--- src/rtl/seg_scan_ctrl.sv ---
// Scan controller for a multiplexed 7-segment display: shows one digit of a double-buffered
// hex value per slot, with anode-off dead time at the start of each slot and leading-zero blanking.
module seg_scan_ctrl #(
  parameter int DIGITS   = 4,
  parameter int PRESCALE = 1000,
  parameter int DEAD     = 16
) (
  input  logic                  clk,
  input  logic                  rst,
  input  logic                  load,
  input  logic [4*DIGITS-1:0]   value,
  input  logic                  blank_lz,
  output logic                  a,
  output logic                  b,
  output logic                  c,
  output logic                  d,
  output logic [DIGITS-1:0]     an,
  output logic                  frame_tick
);

  localparam int CW = $clog2(PRESCALE);
  localparam int IW = (DIGITS > 1) ? $clog2(DIGITS) : 1;

  logic [CW-1:0]         cnt_q, cnt_d;
  logic [IW-1:0]         idx_q, idx_d;
  logic [4*DIGITS-1:0]   shadow_q, shadow_d;
  logic [4*DIGITS-1:0]   pending_q, pending_d;
  logic                  pend_vld_q, pend_vld_d;
  logic [3:0]            abcd_q, abcd_d;
  logic [DIGITS-1:0]     an_q, an_d;
  logic                  frame_tick_q, frame_tick_d;

  logic                  wrap, boundary;
  logic [3:0]            digit;
  logic                  blanked;
  logic                  upper_zero;

  assign wrap     = (cnt_q == CW'(PRESCALE - 1));
  assign boundary = wrap && (idx_q == IW'(DIGITS - 1));

  always_comb begin
    cnt_d = wrap ? '0 : cnt_q + 1'b1;
    idx_d = idx_q;
    if (wrap)
      idx_d = (idx_q == IW'(DIGITS - 1)) ? '0 : idx_q + 1'b1;
  end

  // A load on the boundary cycle bypasses the pending buffer; either way pending is consumed.
  always_comb begin
    pending_d    = load ? value : pending_q;
    pend_vld_d   = load | pend_vld_q;
    shadow_d     = shadow_q;
    frame_tick_d = 1'b0;
    if (boundary) begin
      pend_vld_d   = 1'b0;
      frame_tick_d = load | pend_vld_q;
      if (load)
        shadow_d = value;
      else if (pend_vld_q)
        shadow_d = pending_q;
    end
  end

  // Scan from the top digit down so upper_zero covers digits DIGITS-1..i when i is reached.
  always_comb begin
    digit      = '0;
    blanked    = 1'b0;
    upper_zero = 1'b1;
    for (int i = DIGITS - 1; i >= 0; i--) begin
      upper_zero = upper_zero && (shadow_q[4*i +: 4] == 4'h0);
      if (idx_q == IW'(i)) begin
        digit   = shadow_q[4*i +: 4];
        blanked = blank_lz && (i != 0) && upper_zero;
      end
    end
  end

  always_comb begin
    abcd_d = digit;
    if ((cnt_q < CW'(DEAD)) || blanked)
      an_d = '1;
    else
      an_d = ~(DIGITS'(1) << idx_q);
  end

  always_ff @(posedge clk) begin
    if (rst) begin
      cnt_q        <= '0;
      idx_q        <= '0;
      shadow_q     <= '0;
      pending_q    <= '0;
      pend_vld_q   <= 1'b0;
      abcd_q       <= '0;
      an_q         <= '1;
      frame_tick_q <= 1'b0;
    end else begin
      cnt_q        <= cnt_d;
      idx_q        <= idx_d;
      shadow_q     <= shadow_d;
      pending_q    <= pending_d;
      pend_vld_q   <= pend_vld_d;
      abcd_q       <= abcd_d;
      an_q         <= an_d;
      frame_tick_q <= frame_tick_d;
    end
  end

  assign a          = abcd_q[3];
  assign b          = abcd_q[2];
  assign c          = abcd_q[1];
  assign d          = abcd_q[0];
  assign an         = an_q;
  assign frame_tick = frame_tick_q;

endmodule

--- config.mk ---
export PLATFORM = sky130hd
export DESIGN_NAME = seg_scan_ctrl
export DESIGN_NICKNAME = d
export VERILOG_FILES = /design/src/rtl/seg_scan_ctrl.sv
export SDC_FILE = /design/constraint.sdc
export NUM_CORES = 1
export LEC_CHECK = 0
export BUFFER_PORTS_ARGS = -buffer_cell sky130_fd_sc_hd__buf_2
export CORE_MARGIN = 5
export CORE_UTILIZATION = 56
export DETAILED_ROUTE_END_ITERATION = 16
export PLACE_DENSITY = 0.78
export REMOVE_ABC_BUFFERS = 1
export SLEW_MARGIN = 20
export SYNTH_ARGS = -nofsm -noshare
export SYNTH_HDL_FRONTEND = slang
export SYNTH_SLANG_ARGS = --single-unit
--- constraint.sdc ---
create_clock -name clk -period 2 [get_ports clk]
set_input_delay 0 -clock clk [delete_from_list [all_inputs] [get_ports clk]]
set_output_delay 0 -clock clk [all_outputs]
set_load 0.05 [all_outputs]
==> flow_summary_export.csv <==
group,metric,value,unit
critical_path,arrival,2.05,ns
timing,post-route-period-util,0.928,
timing,worst_pin_slew,0.373,ns
drt,wl_per_cell,14.3,um
global_route,grt_first_pass_wirelength,7940,um
clock_tree,cts_sinks,54,
floorplanning,design.die.area,0.00544,sq mm
synthesis,yosys_warnings,0,
global_route,use_met3,0.0451,
global_route,grt_overflow_total,0,
floorplanning,start_util,0.573,
drt,dr.pass1.iters,4,
timing,slew_headroom,0.748,
drt,drt-vias-per-instance,5.42,
synthesis,syn_avg_cell_area,9.98,sq um
timing,setup_slack,0.144,ns
placement,dp_hpwl,3170,um
global_route,grtUsageMet2,0.302,
global_route,gr-max-usage-layer,"met2",
clock_tree,htree_levels,2,
global_route,grt_max_degree,23,
run_status,status,"finished, final reports clean",
min_path,hp-class,"in2reg",
floorplanning,coreArea,0.00397,sq mm
power_and_ir_drop,p_per_area,721,mW/mm^2
timing,tns,0,ns
finish,final_cell_mix,"54 x dfxtp_1, 29 x nor2_1, 28 x buf_2, 16 x mux2i_1, 16 x mux2_2",
clock_tree,clk_pin_slew_worst_paths,0.09,ns
timing,hold_viol,0,
timing,setup_violations,0,
critical_path,worstPathCellList,"ha_1, nand4bb_4, nor4_4, buf_4, mux2_2",
clock_tree,clock_path_buffers,2,
timing,drv_slew,0,
clock_tree,clk_latency,0.31,ns
placement,dpl_cell_area,0.00248,sq mm
finish,n_antenna_cell,0,
timing,fmax,539,MHz
synthesis,synth_edf_count,0,
critical_path,path_buf_inv,1,
synthesis,syn-instance-count,228,
drt,drc,0,
critical_path,rrSetupSlack,0.14,ns
power_and_ir_drop,worst_ir_drop_vdd,391,uV
synthesis,async_reset_ff_frac,0,
critical_path,cp_top_family,"simple AND/OR/NAND/NOR gates",
clock_tree,post_cts_buffers,0,
finish,nets,297,
synthesis,syn-cell-area,0.00227,sq mm
global_route,grt_pass1_vias,1683,
clock_tree,cts-root-buf,"clkbuf_8",
critical_path,worstSetupPathType,"reg2reg",
drt,dr_total_vias,1752,
global_route,gr-usage-met1,0.243,
critical_path,end_kind,"flop",
critical_path,critical-path-max-stage-delay,0.37,ns
timing,fin_hold_ws,0.0164,ns
power_and_ir_drop,power_leakage,0.00109,uW
synthesis,ys.flop_type,"dfxtp_1",
placement,io_buffer_count,28,
critical_path,crit_fanout,11,
finish,final_common_cell,"dfxtp_1",
finish,fill_cells,316,
floorplanning,fp-row-count,23,
drt,drt-initial-drc-count,90,
placement,gp_congestion,0.859,
global_route,grt_usage,0.187,
floorplanning,die_h,73.7,um
critical_path,worstPathRequired,2.20,ns
flow_run,cap_violations,0,
finish,final_area,0.00272,sq mm
timing,finalCriticalPeriod,1.86,ns
floorplanning,ios,29,
finish,seqCellArea,0.00108,sq mm
floorplanning,die_w,73.7,um
synthesis,ys_seq_area_frac,0.475,
finish,multi_input_area,0.00110,sq mm
timing,skew,0.00548,ns
synthesis,synth-seq-cells,54,
finish,syn2layout_area_growth,19.5,%
placement,pre_cts_slack,0.164,ns
critical_path,crit_slowest_cell,"dfxtp_1",
global_route,antenna_found_initial,0,
synthesis,synth.distinct_cells,40,
clock_tree,cts_tree,"done",
drt,ant_nets,0,
critical_path,start_kind,"flop",
clock_tree,cts_made_buffers,5,
finish,drive_gt1_frac,0.238,
timing,rsz0062_at_grt,"false",
drt,finalWirelength,4610,um
[synthesized netlist by cell type, types with 3 or more instances]
cell,instances,share of area
dfxtp_1,54,0.48
nor2_1,29,0.048
mux2_2,16,0.079
mux2i_1,16,0.070
a21oi_1,14,0.031
nor2b_1,14,0.039
inv_1,9,0.015
nand2_1,8,0.013
clkbuf_1,6,0.0099
ha_1,5,0.028
nand4_1,5,0.014
o21ai_0,5,0.011
a221o_1,4,0.018
nand3b_1,4,0.013
or3_1,4,0.011
nand3_1,3,0.0066
nor4_1,3,0.0083
o211ai_1,3,0.0099
[stage by stage]
| stage | cells | util | total power (uW) |
|---|---|---|---|
| 3_3_place_gp | 302 | 0.624 | 1250 |
| 4_1_cts | 323 | 0.684 | 1980 |
| 6_report | 323 | 0.684 | 1960 |
| 3_5_place_dp | 302 | 0.624 | 1250 |
| 2_1_floorplan | 216 | - | 1190 |
| 5_1_grt | 323 | 0.684 | 2040 |
[worst register-to-register path: stages (launching register included)]
cell and delay (ns):
dfxtp_1 0.37, ha_1 0.31, nand4bb_4 0.18, nor4_4 0.27
buf_4 0.25, mux2_2 0.37
[area by class of cell]
cell class,instances,share of cell area
multi-input combinational,153,0.405
sequential,54,0.398
timing repair buffer,49,0.122
tap,50,0.0230
clock inverter,3,0.0147
inverter,9,0.0124
clock buffer,5,0.0253
[per-layer routing]
metal  up-vias  part of all wire
met5         -                 0
met4         0             0.013
met3         5             0.047
met2        36              0.48
met1       824              0.46
li1        887                 -
[sequential cells by signal, summed over array words and instances (netlist names)]
signal,cells
pending_q,16
frame_tick,1
abcd_q,4
pend_vld_q,1
cnt_q,10
an,4
shadow_q,16
idx_q,2
[path summary, 6_finish.rpt]
check | end | cells past startpoint | from
min reg2reg | abcd_q[1] | 2 | shadow_q[1]
max reg2reg | shadow_q[9] | 5 | cnt_q[0]
min | pending_q[7] | 3 | value[7]
max | shadow_q[9] | 5 | cnt_q[0]
[report_power, final]
part | switching (uW) | leakage (uW) | internal, uW
Sequential | 15.3 | 0.000439 | 1100
Combinational | 66.5 | 0.000596 | 63.7
Clock | 343 | 0.0000579 | 369
[cell families (layout without fill, tap and decap cells)]
family / after synthesis / count (layout) / share of synthesized area
multiplexers: 32 / 32 / 0.150
flip-flops: 54 / 54 / 0.475
AND/OR/NAND/NOR: 80 / 80 / 0.202
adder cells (fa/ha/maj): 5 / 5 / 0.0275
buffers and inverters: 21 / 66 / 0.0407
AO/OA/AOI/OAI: 33 / 33 / 0.0935
XOR/XNOR: 3 / 3 / 0.0116
[timing repair]
action / 4_1_cts / 5_1_grt
resized for setup: 0 / 0
hold buffers: 13 / 0
hold endpoints to repair: 13 / 0
(Power assumes the default switching activity.)
